### src/rtl/fill_arbiter_pkg.sv
// Shared constants and types for the DRAM-cache fill write path.
package fill_arbiter_pkg;

   // Default geometry of the DRAM cache and its AXI port
   localparam int AXI_ADDR_WIDTH = 32;
   localparam int AXI_DATA_WIDTH = 32;
   localparam int AXI_ID_WIDTH   = 4;
   localparam int TAG_WIDTH_DEF  = 12;
   localparam int BLANK_WIDTH_DEF = 2;
   localparam int INDEX_WIDTH_DEF = 14;
   localparam int OFFSET_WIDTH_DEF = 6;
   localparam int TAG_SIZE_DEF   = 2 + TAG_WIDTH_DEF + BLANK_WIDTH_DEF;

   // AXI ID carried on every fill write
   localparam int unsigned FILL_AXI_ID = 1;

   // AXI write response encoding for success
   localparam logic [1:0] AXI_RESP_OKAY = 2'b00;

   typedef enum logic {S_IDLE, S_SEND} fill_state_e;

   // Port 0 is the tag comparator (dirty fills), port 1 the refill path (clean)
   typedef enum logic {PORT_FILL = 1'b0, PORT_REFILL = 1'b1} fill_port_e;

   // Stored tag word is {VALID, DIRTY, TAG, BLANK}; these give the flag bit positions
   function automatic int tag_valid_bit(input int tag_size);
      return tag_size - 1;
   endfunction

   function automatic int tag_dirty_bit(input int tag_size);
      return tag_size - 2;
   endfunction

endpackage

### src/rtl/fill_rr_arb.sv
// Two-way round-robin grant between the fill and refill ports.
module fill_rr_arb
   import fill_arbiter_pkg::*;
(
   input  logic       clk,
   input  logic       rst_n,
   input  logic [1:0] req,
   input  logic       advance,
   output logic [1:0] grant
);

   fill_port_e last_grant;

   // On contention hand the grant to the port that did not win last; a lone requester always wins
   always_comb begin
      grant = req;
      if (req[0] && req[1]) begin
         grant = (last_grant == PORT_FILL) ? 2'b10 : 2'b01;
      end
   end

   // Remember the winner of each accepted fill; reset favours port 0 first
   always_ff @(posedge clk or negedge rst_n) begin
      if (!rst_n) begin
         last_grant <= PORT_REFILL;
      end else if (advance && (grant != 2'b00)) begin
         last_grant <= grant[1] ? PORT_REFILL : PORT_FILL;
      end
   end

endmodule

### src/rtl/fill_arbiter.sv
// Write-side back end of the DRAM cache: arbitrates fill/refill, packs tag+data,
// issues single-beat AXI writes and tracks outstanding B responses.
module fill_arbiter
   import fill_arbiter_pkg::*;
#(
   parameter int ADDR_WIDTH      = AXI_ADDR_WIDTH,
   parameter int DATA_WIDTH      = AXI_DATA_WIDTH,
   parameter int ID_WIDTH        = AXI_ID_WIDTH,
   parameter int TAG_WIDTH       = TAG_WIDTH_DEF,
   parameter int BLANK_WIDTH     = BLANK_WIDTH_DEF,
   parameter int TAG_SIZE        = 2 + TAG_WIDTH + BLANK_WIDTH,
   parameter int INDEX_WIDTH     = INDEX_WIDTH_DEF,
   parameter int OFFSET_WIDTH    = OFFSET_WIDTH_DEF,
   parameter int MAX_OUTSTANDING = 4
) (
   input  logic                           clk,
   input  logic                           rst_n,
   input  logic                           fill_valid_i,
   output logic                           fill_ready_o,
   input  logic [ADDR_WIDTH+DATA_WIDTH-1:0] fill_data_i,
   input  logic                           refill_valid_i,
   output logic                           refill_ready_o,
   input  logic [ADDR_WIDTH+DATA_WIDTH-1:0] refill_data_i,
   output logic [ID_WIDTH-1:0]            awid_o,
   output logic [ADDR_WIDTH-1:0]          awaddr_o,
   output logic                           awvalid_o,
   input  logic                           awready_i,
   output logic [TAG_SIZE+DATA_WIDTH-1:0] wdata_o,
   output logic                           wlast_o,
   output logic                           wvalid_o,
   input  logic                           wready_i,
   input  logic [ID_WIDTH-1:0]            bid_i,
   input  logic [1:0]                     bresp_i,
   input  logic                           bvalid_i,
   output logic                           bready_o,
   output logic                           err_o
);

   localparam int SET_LSB   = INDEX_WIDTH + OFFSET_WIDTH;
   localparam int CNT_W     = $clog2(MAX_OUTSTANDING + 1);
   localparam int VALID_BIT = tag_valid_bit(TAG_SIZE);
   localparam int DIRTY_BIT = tag_dirty_bit(TAG_SIZE);
   localparam logic [CNT_W-1:0] MAX_CNT = CNT_W'(MAX_OUTSTANDING);

   fill_state_e state, state_nxt;

   logic [1:0]                     req, grant;
   logic                           can_accept, accept;
   logic                           aw_pend, w_pend, send_done, b_hs;
   logic                           bready_q, err_q;
   logic [CNT_W-1:0]               outstanding;
   logic [ADDR_WIDTH+DATA_WIDTH-1:0] sel;
   logic [ADDR_WIDTH-1:0]          sel_addr, set_addr, awaddr_q;
   logic [DATA_WIDTH-1:0]          sel_data;
   logic [TAG_SIZE-1:0]            tag_word;
   logic [TAG_SIZE+DATA_WIDTH-1:0] wdata_q;
   logic                           unused_ok;

   assign req = {refill_valid_i, fill_valid_i};

   fill_rr_arb u_arb (
      .clk     (clk),
      .rst_n   (rst_n),
      .req     (req),
      .advance (accept),
      .grant   (grant)
   );

   // Outputs of the FSM: readies are offered only when idle and a B slot is free
   always_comb begin
      can_accept     = (state == S_IDLE) && (outstanding < MAX_CNT);
      fill_ready_o   = can_accept & grant[0];
      refill_ready_o = can_accept & grant[1];
   end

   assign accept    = can_accept & (|req);
   assign send_done = (!aw_pend || awready_i) && (!w_pend || wready_i);
   assign b_hs      = bvalid_i & bready_q;

   // State register
   always_ff @(posedge clk or negedge rst_n) begin
      if (!rst_n) state <= S_IDLE;
      else        state <= state_nxt;
   end

   // Next state: leave S_SEND in the cycle the last outstanding channel handshakes
   always_comb begin
      state_nxt = state;
      case (state)
         S_IDLE: if (accept)    state_nxt = S_SEND;
         S_SEND: if (send_done) state_nxt = S_IDLE;
         default:               state_nxt = S_IDLE;
      endcase
   end

   // Select the granted payload and build the set address and tag word
   always_comb begin
      sel      = grant[1] ? refill_data_i : fill_data_i;
      sel_addr = sel[ADDR_WIDTH+DATA_WIDTH-1:DATA_WIDTH];
      sel_data = sel[DATA_WIDTH-1:0];
      set_addr = '0;
      set_addr[SET_LSB-1:OFFSET_WIDTH] = sel_addr[SET_LSB-1:OFFSET_WIDTH];
      tag_word = '0;
      tag_word[VALID_BIT] = 1'b1;
      tag_word[DIRTY_BIT] = ~grant[1];
      tag_word[BLANK_WIDTH +: TAG_WIDTH] = sel_addr[SET_LSB +: TAG_WIDTH];
   end

   // Latch the granted fill; held stable until both channels have handshaken
   always_ff @(posedge clk or negedge rst_n) begin
      if (!rst_n) begin
         awaddr_q <= '0;
         wdata_q  <= '0;
      end else if (accept) begin
         awaddr_q <= set_addr;
         wdata_q  <= {tag_word, sel_data};
      end
   end

   // AW and W valids rise together on accept and drop independently on their handshakes
   always_ff @(posedge clk or negedge rst_n) begin
      if (!rst_n) begin
         aw_pend <= 1'b0;
         w_pend  <= 1'b0;
      end else if (accept) begin
         aw_pend <= 1'b1;
         w_pend  <= 1'b1;
      end else begin
         if (aw_pend && awready_i) aw_pend <= 1'b0;
         if (w_pend && wready_i)   w_pend  <= 1'b0;
      end
   end

   // Count writes awaiting B; a stray B at zero does not wrap the counter
   always_ff @(posedge clk or negedge rst_n) begin
      if (!rst_n) begin
         outstanding <= '0;
      end else begin
         case ({accept, b_hs})
            2'b10:   outstanding <= outstanding + CNT_W'(1);
            2'b01:   if (outstanding != '0) outstanding <= outstanding - CNT_W'(1);
            default: outstanding <= outstanding;
         endcase
      end
   end

   // B is always accepted out of reset; error is sticky on bad response or stray B
   always_ff @(posedge clk or negedge rst_n) begin
      if (!rst_n) begin
         bready_q <= 1'b0;
         err_q    <= 1'b0;
      end else begin
         bready_q <= 1'b1;
         if (b_hs && ((bresp_i != AXI_RESP_OKAY) || (outstanding == '0))) err_q <= 1'b1;
      end
   end

   assign awid_o    = ID_WIDTH'(FILL_AXI_ID);
   assign awaddr_o  = awaddr_q;
   assign awvalid_o = aw_pend;
   assign wdata_o   = wdata_q;
   assign wvalid_o  = w_pend;
   assign wlast_o   = w_pend;
   assign bready_o  = bready_q;
   assign err_o     = err_q;

   // Response ID and in-line offset bits carry no information for this path
   assign unused_ok = ^{bid_i, sel_addr[OFFSET_WIDTH-1:0]};

endmodule

### config.mk
export PLATFORM = sky130hd
export DESIGN_NAME = fill_arbiter
export DESIGN_NICKNAME = d
export VERILOG_FILES = /design/src/rtl/fill_arbiter_pkg.sv /design/src/rtl/fill_rr_arb.sv /design/src/rtl/fill_arbiter.sv
export SDC_FILE = /design/constraint.sdc
export NUM_CORES = 1
export LEC_CHECK = 0
export CAP_MARGIN = 20
export CORE_ASPECT_RATIO = 0.7
export CORE_MARGIN = 2
export CORE_UTILIZATION = 36
export CTS_CLUSTER_SIZE = 40
export DETAILED_ROUTE_END_ITERATION = 8
export GPL_TIMING_DRIVEN = 0
export PLACE_DENSITY = 0.87
export SLEW_MARGIN = 40
export SYNTH_ARGS = -nofsm -noshare
export SYNTH_HDL_FRONTEND = slang
export SYNTH_HIERARCHICAL = 1
export SYNTH_SLANG_ARGS = --single-unit
### constraint.sdc
create_clock -name clk -period 2.4 [get_ports clk]
set_input_delay 0.36 -clock clk [delete_from_list [all_inputs] [get_ports clk]]
set_output_delay 0.36 -clock clk [all_outputs]
set_load 0.01 [all_outputs]
==> summary by stage, run 1 <==
Power
The sequential group share of total power is 0.322. Of the total power, the share spent switching nets is 0.348. The share of total power dissipated in the clock network is 0.193. Summed over all nets, the switching power comes to approximately 2.2 mW. The worst supply voltage drop on vdd is 0.000453 V. The design draws 6.34 mW. In this run the static leakage power is between 2 and 3 nW.

The design internal power is between 4 and 5 mW. Of the total power, combinational logic draws 0.484. The power density over cell area is approximately 1100 nW/µm².

Drt
After detailed routing, the number of vias per cell comes to ~4.6. The number of detailed-route iterations in the first pass is 4. The number of vias in the routed layout is ~3,100. After detailed routing, the number of remaining DRC violations is 0. In the final routed layout, each cell accounts on average for 14.5 µm. The number of DRC markers after the initial detailed-route iteration is 76. For this block, the routed nets add up to ~10 mm of wire.

The final antenna-violating net count is 0.

Floorplan
The number of top-level pins is between 200 and 250. The floorplan die area is slightly above 10,000 µm². The cell row count is 29. The die is 121 µm wide.

For this configuration, the core starts out at a cell density of 0.374. After floorplanning, the core was sized to cover 9140 µm². From bottom edge to top edge, the die measures about 86 µm.

Timing
The share of the clock period used by the worst path is 0.935. Setup repair after global routing left no endpoint under its margin. The largest clock skew in the final design is about 0.0045 ns. The total setup violations reported at the end of the flow is 0.

The final-report hold violation count is 0. The final critical delay including setup and external delays is 2.24 ns. Derived from the worst setup path, the maximum achievable clock frequency is 0.446 GHz. The final-report max-slew violation count is 0. Once routing completed, OpenROAD measured the worst setup slack at 0.156 ns.

CTS
The number of buffers inserted during clock tree synthesis is 9. TritonCTS built the clock tree. The number of clock sinks seen by CTS is between 60 and 70.

The clock tree root driver cell is clkbuf_16. The deepest clock path buffer count is 2. Clock-pin slew was measured on the worst setup and hold paths at 0.06 ns.

The clock latency on the worst-skew pair is around 0.32 ns. The H-tree depth is 3.

Synth
The sequential fraction of the synthesis area is 0.505. After technology mapping, the gate count stands at 329. The share of synthesized area in the top cell type comes to 0.497. The total number of yosys warnings is 6. For this run, asynchronously set or reset flops after synthesis account for 1.00.

The synthesized design contains 0 enable-type register cells. In this run the mean area of a mapped cell was approximately 10 µm². The top flip-flop cell by instance count after synthesis is dfrtp_1. The dominant cell type by area after synthesis is dfrtp_1. Sorting the synthesized cells by area gives the leading types as dfrtp_1 (50%), mux2i_1 (17%), o21ai_0 (9.1%). Synthesis instantiated 31 different standard cells from the library. The post-synthesis cell area is 3420 µm². The synthesized design contains ~70 register bits.

Cells and area
Leaving out fill and tap cells, the most frequent cells in the layout are clkdlybuf4s50_1 (189), dfrtp_1 (68), o21ai_0 (62), nand2_1 (61), mux2i_1 (59). After the last flow step, the layout net total stands at approximately 700. The fraction of final layout cells with drive strength greater than 1 is 0.119. After routing the design area is approximately 6000 µm². The commonest non-fill, non-tap cell in the layout is clkdlybuf4s50_1. The final-layout fill cell count is 744.

0 antenna diodes ended up in the layout. Compared with the post-synthesis result, the final layout area differs by 72.6%.

Run
The max-capacitance violation count is 0.

Worst hold path
The path class of the tightest hold or removal check is reg2reg. The worst hold path begins at wdata_o[47]$_DFFE_PN0P_.

Setup path
The source of the worst register-to-register timing path is outstanding[2]$_DFFE_PN0P_. STA classifies the critical path endpoint as a register. The largest driver fanout on the critical path is 10. The critical path start-end classification is in2reg. The worst setup path is launched from a primary input.

The required time of the critical path is around 2.7 ns. At the worst endpoint, the arrival time is 2.50 ns. Tracing the worst setup path back leads to its startpoint at refill_valid_i.

Place
OpenSTA, run right after detailed placement, puts the worst setup slack at -0.279 ns. Routability-driven placement finished with a final weighted congestion of ~0.8. In this run the cell area measured after placement is 5590 µm². Detailed placement ended at an HPWL of 8.07 mm. Buffers placed on the I/O ports in this run total 191.

Run status
The run finished with clean final reports.

Global routing
The initial antenna violation count is 0. The number of global-route vias before repair is ~3,300. The global-route wire length before repair is 16.0 mm. In the global route stage, overall resource usage came out at 0.197.

The largest net degree at the start of global routing is 38. The aggregate global routing overflow is 0.
logic make-up (layout without fill, tap and decap cells):
kind of cell	Yosys count	count (layout)	synth area share
AO/OA/AOI/OAI	73	73	0.114
AND/OR/NAND/NOR	72	72	0.0888
flip-flops	69	69	0.505
multiplexers	59	59	0.173
buffers and inverters	52	262	0.107
other	2	25	0.00219
adder cells (fa/ha/maj)	1	1	0.00585
XOR/XNOR	1	1	0.00475
Yosys cell counts (all sizes together), types with 2 or more instances:
cell,count
mux2i,59
inv,7
nand2,62
nor3,2
nand3,3
o21ai,62
conb,2
buf,40
a21oi,2
dfrtp,68
o22ai,2
and2,2
a21boi,2
clkbuf,5
repair_timing:
item,CTS,global route
buffers inserted,1,0
gates resized for setup,4,0
hold endpoints to repair,32,0
setup endpoints to repair,1,0
hold buffers,1,0
critical path, cell delays in order:
cell and delay (ns):
clkdlybuf4s50_1 0.46, or2_4 0.30, nand2_4 0.14, buf_12 0.16, buf_6 0.14, nand3_1 0.11
fa_1 0.43, nand3_1 0.11, nand2_1 0.05, o21ai_0 0.09, a31o_2 0.13
power by group through the flow:
stage	logic (mW)	registers, mW	clock network [mW]
global route	3.37	2.12	1.32
CTS	3.11	2.05	1.26
detailed placement	3.09	2.06	0
finish	3.07	2.04	1.23
floorplan	1.21	2.26	0
global placement	3.00	2.03	0
sequential cells by signal (all words and copies together) (netlist names):
register          flops
outstanding           3
bready_o              1
awvalid_o             1
u_arb/last_grant      1
wlast_o               1
awaddr_o             14
err_o                 1
state                 1
wdata_o              46
area by class of cell:
cell class | count | area [µm²] | share of cell area
clock inverter | 5 | 35.0 | 0.00593
multi-input combinational | 231 | 1420 | 0.240
inverter | 7 | 33.8 | 0.00572
tap | 124 | 155 | 0.0263
timing repair buffer | 194 | 1950 | 0.329
sequential | 69 | 1730 | 0.293
clock buffer | 11 | 253 | 0.0428
buffer | 45 | 342 | 0.0578
through the flow:
stage / setup TNS (ns) / hold slack (ns) / utilization / cells
after floorplan: 0 / 0.0644 / - / 352
after global placement: -84.53 / 0.451 / 0.610 / 667
after detailed placement: -0.425 / 0.328 / 0.612 / 668
after CTS: 0 / 0.472 / 0.646 / 686
after global routing: 0 / 0.498 / 0.646 / 686
final: 0 / 0.468 / 0.646 / 686
worst paths after layout:
kind | slack (ns) | cells after the start | endpoint
hold reg to reg | 0.47 | 1 | wdata_o[47]$_DFFE_PN0P_
hold / removal | 0.47 | 1 | wdata_o[47]$_DFFE_PN0P_
setup / recovery | 0.16 | 11 | outstanding[2]$_DFFE_PN0P_
setup reg to reg | 0.43 | 10 | outstanding[2]$_DFFE_PN0P_
max in group asynchronous | 1.27 | 3 | u_arb/last_grant$_DFFE_PN1P_
min in group asynchronous | 0.53 | 2 | wdata_o[10]$_DFFE_PN0P_
layer usage:
metal	vias to the layer above	track usage	wire length (µm)
li1	1521	-	-
met1	1474	0.224	3940
met2	127	0.369	5190
met3	5	0.0612	800
met4	0	0.0359	48
met5	-	0	0
Note: power is estimated with default switching activity, not from simulation.
==> inputs of run 2 (changes only) <==
- ABC_AREA: not set -> 1
- PLACE_DENSITY: 0.87 -> 0.88
==> summary by stage, run 2 <==
Setup path
The kind of cell with the highest combined delay along the critical path is buffers and inverters. The standard cell with the maximum stage delay on the critical path is clkdlybuf4s50_1. STA classifies the critical path endpoint as a primary output.

The data arrival time of the critical path is 1.85 ns (-0.65 ns). The worst setup path is launched from a primary input. The critical path is of the in2out type. The largest driver fanout on the critical path is 14 (+4). The count of buffer and inverter cells on the critical path was 4 (+1). The worst-case register-to-register setup slack is 0.55 ns (+0.12 ns). The required time of the critical path was 2.04 ns (-0.61 ns). The depth of the worst register-to-register path is 7 (-3).

In this run the critical register-to-register path is captured at awaddr_o[8]$_DFFE_PN0P_. The source of the worst register-to-register timing path is u_arb/last_grant$_DFFE_PN1P_. The delay of the slowest cell on the worst path is 0.52 ns (+0.06 ns). Walking the worst path, the cells encountered are clkdlybuf4s50_1 -> a21boi_1 -> buf_4 -> inv_2 -> nor2_1 -> dlygate4sd2_1.

Place
The worst slack at placement is -0.432 ns (-0.153 ns). The post-DP HPWL is 8.31 mm (+2.9%). The port buffer count was 191 (unchanged). The final weighted congestion in routability-driven placement was 0.837 (+4.5%).

The placed cell count is 745 (+12%).

Synth
The post-synthesis sequential element count is 69 (unchanged). Among all flip-flop cells after synthesis, the most frequent one is dfrtp_1. The number of synthesized flops with an enable pin is 0 (unchanged). The number of library cell types mapped by synthesis is 26 (-16%).

The post-synthesis cell area is 3350 µm² (-2.0%). nand2_1 is the most common cell in the netlist. The total number of yosys warnings was 6 (unchanged). The cell count after synthesis is 406 (+23%). The sequential fraction of the synthesis area is 0.515 (+0.0105). dfrtp_1 takes more of the synthesized area than any other cell.

By count the netlist is led by nand2_1 (132), dfrtp_1 (68), nor2_1 (63). The share of the synthesized area in the top cell type is 0.507 (+0.0104). The mean area per synthesized cell is 8.26 µm² (-21%).

The post-synthesis async set-or-reset flop share is 1.00 (unchanged). Sorting the synthesized cells by area gives the leading types as dfrtp_1 (51%), nand2_1 (15%), a31oi_1 (11%).

Floorplan
The starting utilization of the core area is 0.370 (-0.00473). The chip width is 119 µm (-0.99%). The cell row count is 29 (unchanged). The height of the chip came to 84.7 µm (-0.98%). The floorplan die area is 10,100 µm² (-2.0%). The number of top-level pins is 232 (unchanged). The standard cell core area is 9070 µm² (-0.79%).

Timing
The final critical delay including setup and external delays came to 2.21 ns (-0.0353 ns). The final-report hold violation count came to 0 (unchanged). The total setup violations reported at the end of the flow was 0 (unchanged). Measured against its own limit, the worst slew margin works out to 0.645. The final-report max-slew violation count is 0 (unchanged). The maximum frequency from static timing analysis is 0.453 GHz (+1.6%). The smallest setup slack after layout is 0.192 ns (+0.0353 ns).

The share of the clock period used by the worst path was 0.920 (-0.0147). The pin slew with the least headroom to its limit is 0.532 ns. Setup repair after global routing left no endpoint under its margin. The largest clock skew in the final design came to 0.00556 ns (+0.00103 ns).

Power
The power density over cell area is 1130 nW/µm² (+5.6%). The worst supply voltage drop on vdd came to 0.000567 V (+25%). The reported leakage power is 2.58 nW (-2.4%).

Drt
The final antenna-violating net count is 0 (unchanged). The number of detailed-route iterations in the first pass is 5 (+1). The total detailed-routing wirelength was 10.8 mm (+7.7%).

The number of DRC markers after the initial detailed-route iteration is 147 (+93%). The ratio of routed vias to standard cells is 4.67 (+2.4%). The DRC violations left is 0 (unchanged). The average wire per standard cell is 14.1 µm (-2.7%). The number of vias in the routed layout came to 3,546 (+13%).

Global routing
The largest net degree at the start of global routing is 36 (-5.3%). The global-route wire length before repair is 17.2 mm (+7.6%). The number of global-route vias before repair was 3,603 (+10%). The aggregate global routing overflow is 0 (unchanged).

The initial antenna violation count came to 0 (unchanged). The global routing usage summed across all routing layers came to 0.216 (+0.0190).

CTS
The clock-pin slew of the registers on the worst-case setup and hold paths is 0.05 ns (about the same). The H-tree depth is 3 (unchanged). The setup fix buffers added after clock tree synthesis is 0 (-1). The deepest clock path buffer count came to 2 (unchanged).

The number of buffers inserted during clock tree synthesis is 9 (unchanged). The number of clock sinks seen by CTS is 69 (unchanged). The clock tree root driver cell is clkbuf_16. The clock latency on the worst-skew pair came to 0.32 ns (about the same). The CTS tree is done.

Worst hold path
The worst hold path belongs to the class reg2reg. The worst hold path begins at err_o$_DFFE_PN0P_. The count of cells along the worst hold path is 1 (unchanged). The path with the worst hold slack has its endpoint at err_o$_DFFE_PN0P_.

Run status
The flow ran to the end, and the final reports show no timing, DRC or antenna violations.

Cells and area
Leaving out fill and tap cells, the most frequent cell in the layout is clkdlybuf4s50_1. The number of flip-flops under the largest register name is 46 (unchanged). In the layout the commonest cells are clkdlybuf4s50_1 (189), nand2_1 (132), dfrtp_1 (68), nor2_1 (63), a31oi_1 (58). The area overhead of the layout relative to synthesis is 73.5%. The fraction of final layout cells with drive strength greater than 1 came to 0.101 (-0.0186). The final cell utilization of the core is 0.641 (-0.00476). The total inserted antenna cells is 0 (unchanged).

The final standard cell count with taps included and fillers excluded is 760 (+11%). The net count of the finished layout is 774 (+11%).

Run
The max-capacitance violation count came to 0 (unchanged).
-- run 2: changes by cell type in the layout (fill, tap and decap cells not counted), sizes merged, moves of 2 or more --
cell / delta
o22ai: -2
a31oi: +57
and2: -2
clkinv: +2
mux2i: -59
nor3: -2
o21ai: -59
clkinvlp: -3
inv: +6
nor2: +63
nand2: +71
-- run 2: kinds of logic after synthesis --
family,after synthesis,synth area share
simple gates,205,0.239
flops,69,0.515
compound gates,65,0.120
buf+inv,63,0.115
other cells,2,0.00224
xor+xnor,1,0.00261
fa+ha+maj,1,0.00597
-- run 2: how the worst max path moves through the flow --
stage / startpoint / to / slack, ns / depth (start not counted)
final: refill_valid_i / refill_ready_o / 0.19 / 6
after global routing: refill_valid_i / refill_ready_o / 0.10 / 6
after CTS: refill_valid_i / refill_ready_o / 0.17 / 6
after detailed placement: refill_valid_i / refill_ready_o / -0.43 / 7
after global placement: rst_n / wdata_o[13]$_DFFE_PN0P_ / -1.32 / 1
after floorplan: u_arb/last_grant$_DFFE_PN1P_ / refill_ready_o / 0.87 / 5
-- run 2: cell type report --
type | instances | area, µm²
inverter | 13 | 51.3
clock inverter | 5 | 52.6
sequential | 69 | 1730
buffer | 49 | 333
timing repair buffer | 193 | 1940
fill | 755 | 3250
clock buffer | 10 | 229
multi-input combinational | 297 | 1330
tap | 124 | 155
-- run 2: per-stage QoR --
stage / total power, mW / TNS [ns] / cell area, µm² / hold slack (ns)
global placement: 5.22 / -90.12 / 5510 / 0.448
detailed placement: 5.35 / -0.432 / 5530 / 0.275
global route: 7.05 / 0 / 5820 / 0.498
finish: 6.59 / 0 / 5820 / 0.470
floorplan: 3.60 / 0 / 3440 / 0.0644
CTS: 6.65 / 0 / 5820 / 0.470
-- run 2: power breakdown --
group          internal, mW  switching [mW]  leakage (nW)  total, mW
Clock                 0.793           0.476         0.138       1.27
Sequential             1.75           0.328         0.770       2.08
Combinational          1.69            1.56          1.68       3.25
Total                  4.23            2.36          2.58       6.59
-- run 2: metal layers --
layer,vias up,GRT usage,routed length [µm]
li1,1722,-,-
met1,1642,0.235,4260
met2,166,0.397,5330
met3,16,0.0842,1000
met4,0,0.0556,160
met5,-,0,0
-- run 2: worst register-to-register path, delay by kind of cell (launching register included) --
kind,cells,cell delay (ns)
and+or+nand+nor,1,0.09
DFF,1,0.54
AOI/OAI and AO/OA,2,0.26
buffers and inverters,4,0.87
-- run 2: repair_timing --
| action | in CTS | in global routing |
|---|---|---|
| endpoints found under the setup margin | 1 | 0 |
| endpoints found under the hold margin | 34 | 0 |
| hold buffers | 1 | 0 |
| gates resized for setup | 3 | 0 |
==> inputs of run 3 (changes only) <==
- PLACE_DENSITY: 0.88 -> 0.82
==> summary by stage, run 3 (same netlist as run 2, synthesis figures left out) <==
Run status
The flow ran to the end, and the final reports show no timing, DRC or antenna violations.

Setup path
The source of the worst register-to-register timing path is u_arb/last_grant$_DFFE_PN1P_. In this run the worst setup path begins at fill_valid_i. The most numerous cell type found on the critical path is clkdlybuf4s50_1. The critical path start-end classification is in2out. The critical path goes through clkdlybuf4s50_1 -> a21boi_1 -> inv_1 -> nor2_1 -> clkdlybuf4s50_1. The critical path startpoint category is a primary input. The delay of the slowest cell on the worst path is 0.54 ns (+0.02 ns).

The depth of the worst register-to-register path is 6 (-1). The data arrival time of the critical path is 1.76 ns (-0.09 ns). The count of buffer and inverter cells on the critical path is 3 (-1). The sort of element at the end of the critical path is a primary output.

The largest delay contributor family on the critical path is buffers and inverters. The required time of the critical path is 2.04 ns (about the same). The largest driver fanout on the critical path is 4 (-10). The worst-case register-to-register setup slack is 0.61 ns (+0.06 ns).

The critical path ends at fill_ready_o. The end of the worst register-to-register path is wdata_o[31]$_DFFE_PN0P_. The standard cell with the maximum stage delay on the critical path is clkdlybuf4s50_1. The number of gates on the worst path with buffers counted is 5 (-1).

Timing
The final-report max-slew violation count came to 0 (unchanged). Setup repair after global routing left no endpoint under its margin. The worst hold slack is 0.460 ns (-0.0106 ns).

The final critical delay including setup and external delays is 2.12 ns (-0.0929 ns). The maximum frequency from static timing analysis is 0.473 GHz (+4.4%). The pin slew with the least headroom to its limit is 0.523 ns (-0.00883 ns). The largest clock skew in the final design is 0.00720 ns (+0.00165 ns). The share of the clock period used by the worst path came to 0.881 (-0.0387). The total setup violations reported at the end of the flow is 0 (unchanged). The final-report hold violation count came to 0 (unchanged). The normalized max-slew margin is 0.651 (+0.00588).

CTS
The clock tree root driver cell is clkbuf_16. The number of buffers inserted during clock tree synthesis is 9 (unchanged). The deepest clock path buffer count is 2 (unchanged). The CTS tree is done. The setup fix buffers added after clock tree synthesis is 0 (unchanged).

The H-tree depth is 3 (unchanged). The clock-pin slew of the registers on the worst-case setup and hold paths was 0.05 ns (about the same). The clock latency on the worst-skew pair is 0.33 ns (about the same). The number of clock sinks seen by CTS is 69 (unchanged).

Floorplan
The standard cell core area is 9070 µm² (unchanged). The chip width is 119 µm (unchanged). The number of top-level pins is 232 (unchanged). The cell row count is 29 (unchanged).

The floorplan die area is 10,100 µm² (unchanged). The height of the chip is 84.7 µm (unchanged). The starting utilization of the core area is 0.370 (unchanged).

Place
The final weighted congestion in routability-driven placement is 0.860 (+2.7%). The post-DP HPWL is 8.57 mm (+3.2%). The standard cell area after detailed placement is 5530 µm² (unchanged). The port buffer count is 191 (unchanged).

Global routing
The global routing usage summed across all routing layers is 0.221 (+0.00467). The global-route wire length before repair is 17.4 mm (+1.3%). The initial antenna violation count is 0 (unchanged). The largest net degree at the start of global routing was 37 (+2.8%). The number of global-route vias before repair came to 3,507 (-2.7%).

The aggregate global routing overflow came to 0 (unchanged).

Worst hold path
The worst hold path begins at wdata_o[47]$_DFFE_PN0P_. The min-delay analysis places its worst path in the category reg2reg.

Drt
The number of detailed-route iterations in the first pass is 5 (unchanged). The number of DRC markers after the initial detailed-route iteration was 130 (-12%). The average wire per standard cell came to 14.5 µm (+2.3%).

The ratio of routed vias to standard cells is 4.67 (about the same). The DRC violations left is 0 (unchanged). The number of vias in the routed layout is 3,552 (+0.17%).

The total detailed-routing wirelength is 11.0 mm (+2.5%). The final antenna-violating net count came to 0 (unchanged).

Run
The max-capacitance violation count was 0 (unchanged).

Cells and area
The number of flip-flops under the largest register name is 46 (unchanged). The total inserted antenna cells is 0 (unchanged). The commonest non-fill, non-tap cell in the layout is clkdlybuf4s50_1. Leaving out fill and tap cells, the most frequent cells in the layout are clkdlybuf4s50_1 (189), nand2_1 (132), dfrtp_1 (68), nor2_1 (63), a31oi_1 (58).

The net count of the finished layout was 774 (unchanged). The area of all placed cells without fillers is 5850 µm² (+0.52%). The area overhead of the layout relative to synthesis is 74.4%.

The fraction of final layout cells with drive strength greater than 1 is 0.105 (+0.00455).

Power
The worst supply voltage drop on vdd is 0.000427 V (-25%). The power density over cell area came to 1140 nW/µm² (+0.39%). The reported leakage power is 2.60 nW (+0.59%).
## run 3: cell types whose count changed in the layout (fill, tap and decap cells not counted), sizes merged
| cell | delta |
|---|---|
| clkinvlp | +2 |
| clkinv | -1 |
| dlymetal6s2s | +1 |
| dlygate4sd2 | -1 |
## run 3: worst min-delay path by stage
stage | to | slack, ns | depth (start not counted)
2_1_floorplan | awaddr_o[10]$_DFFE_PN0P_ | 0.06 | 0
3_3_place_gp | wdata_o[47]$_DFFE_PN0P_ | 0.45 | 1
3_5_place_dp | awaddr_o[15]$_DFFE_PN0P_ | 0.27 | 1
4_1_cts | wdata_o[47]$_DFFE_PN0P_ | 0.47 | 1
5_1_grt | wdata_o[47]$_DFFE_PN0P_ | 0.47 | 1
6_report | wdata_o[47]$_DFFE_PN0P_ | 0.46 | 1
## run 3: repair_timing
action                                  4_1_cts  5_1_grt
hold buffers                                  1        0
gates resized for setup                       4        1
endpoints found under the hold margin        34        0
endpoints found under the setup margin        1        1
## run 3: where the power goes
part	leakage [nW]	total [mW]	switching, mW	internal (mW)
logic	1.69	3.25	1.56	1.69
clock network	0.140	1.31	0.481	0.828
registers	0.770	2.09	0.340	1.75
## run 3: cell type report
cell class                 instances  area [µm²]
buffer                            49         333
clock buffer                      10         239
fill                             756        3220
timing repair buffer             193        1950
multi-input combinational        297        1330
sequential                        69        1730
tap                              124         155
clock inverter                     6        62.6
inverter                          13        53.8
## run 3: per-stage QoR
stage	TNS (ns)	setup WS (ns)	power, mW	std cells	util
2_1_floorplan	0	0.869	3.60	429	-
3_3_place_gp	-89.20	-1.30	5.24	744	0.607
3_5_place_dp	-0.418	-0.418	5.37	745	0.609
4_1_cts	0	0.0250	6.71	761	0.644
5_1_grt	0	0.222	7.10	761	0.645
6_report	0	0.285	6.65	761	0.645
## run 3: worst reg2reg max path: stages, from the launching register on
cell and delay (ns):
dfstp_2 0.55, a21boi_2 0.07, buf_4 0.17, inv_4 0.17
clkbuf_1 0.44, nand2_1 0.10, a31oi_1 0.21
## run 3: metal layers
| metal | routed length, µm | share of wire | GRT usage | vias to the layer above |
|---|---|---|---|---|
| li1 | - | - | - | 1725 |
| met1 | 4480 | 0.41 | 0.270 | 1628 |
| met2 | 5380 | 0.49 | 0.382 | 184 |
| met3 | 998 | 0.091 | 0.0679 | 15 |
| met4 | 163 | 0.015 | 0.0578 | 0 |
| met5 | 0 | 0 | 0 | - |
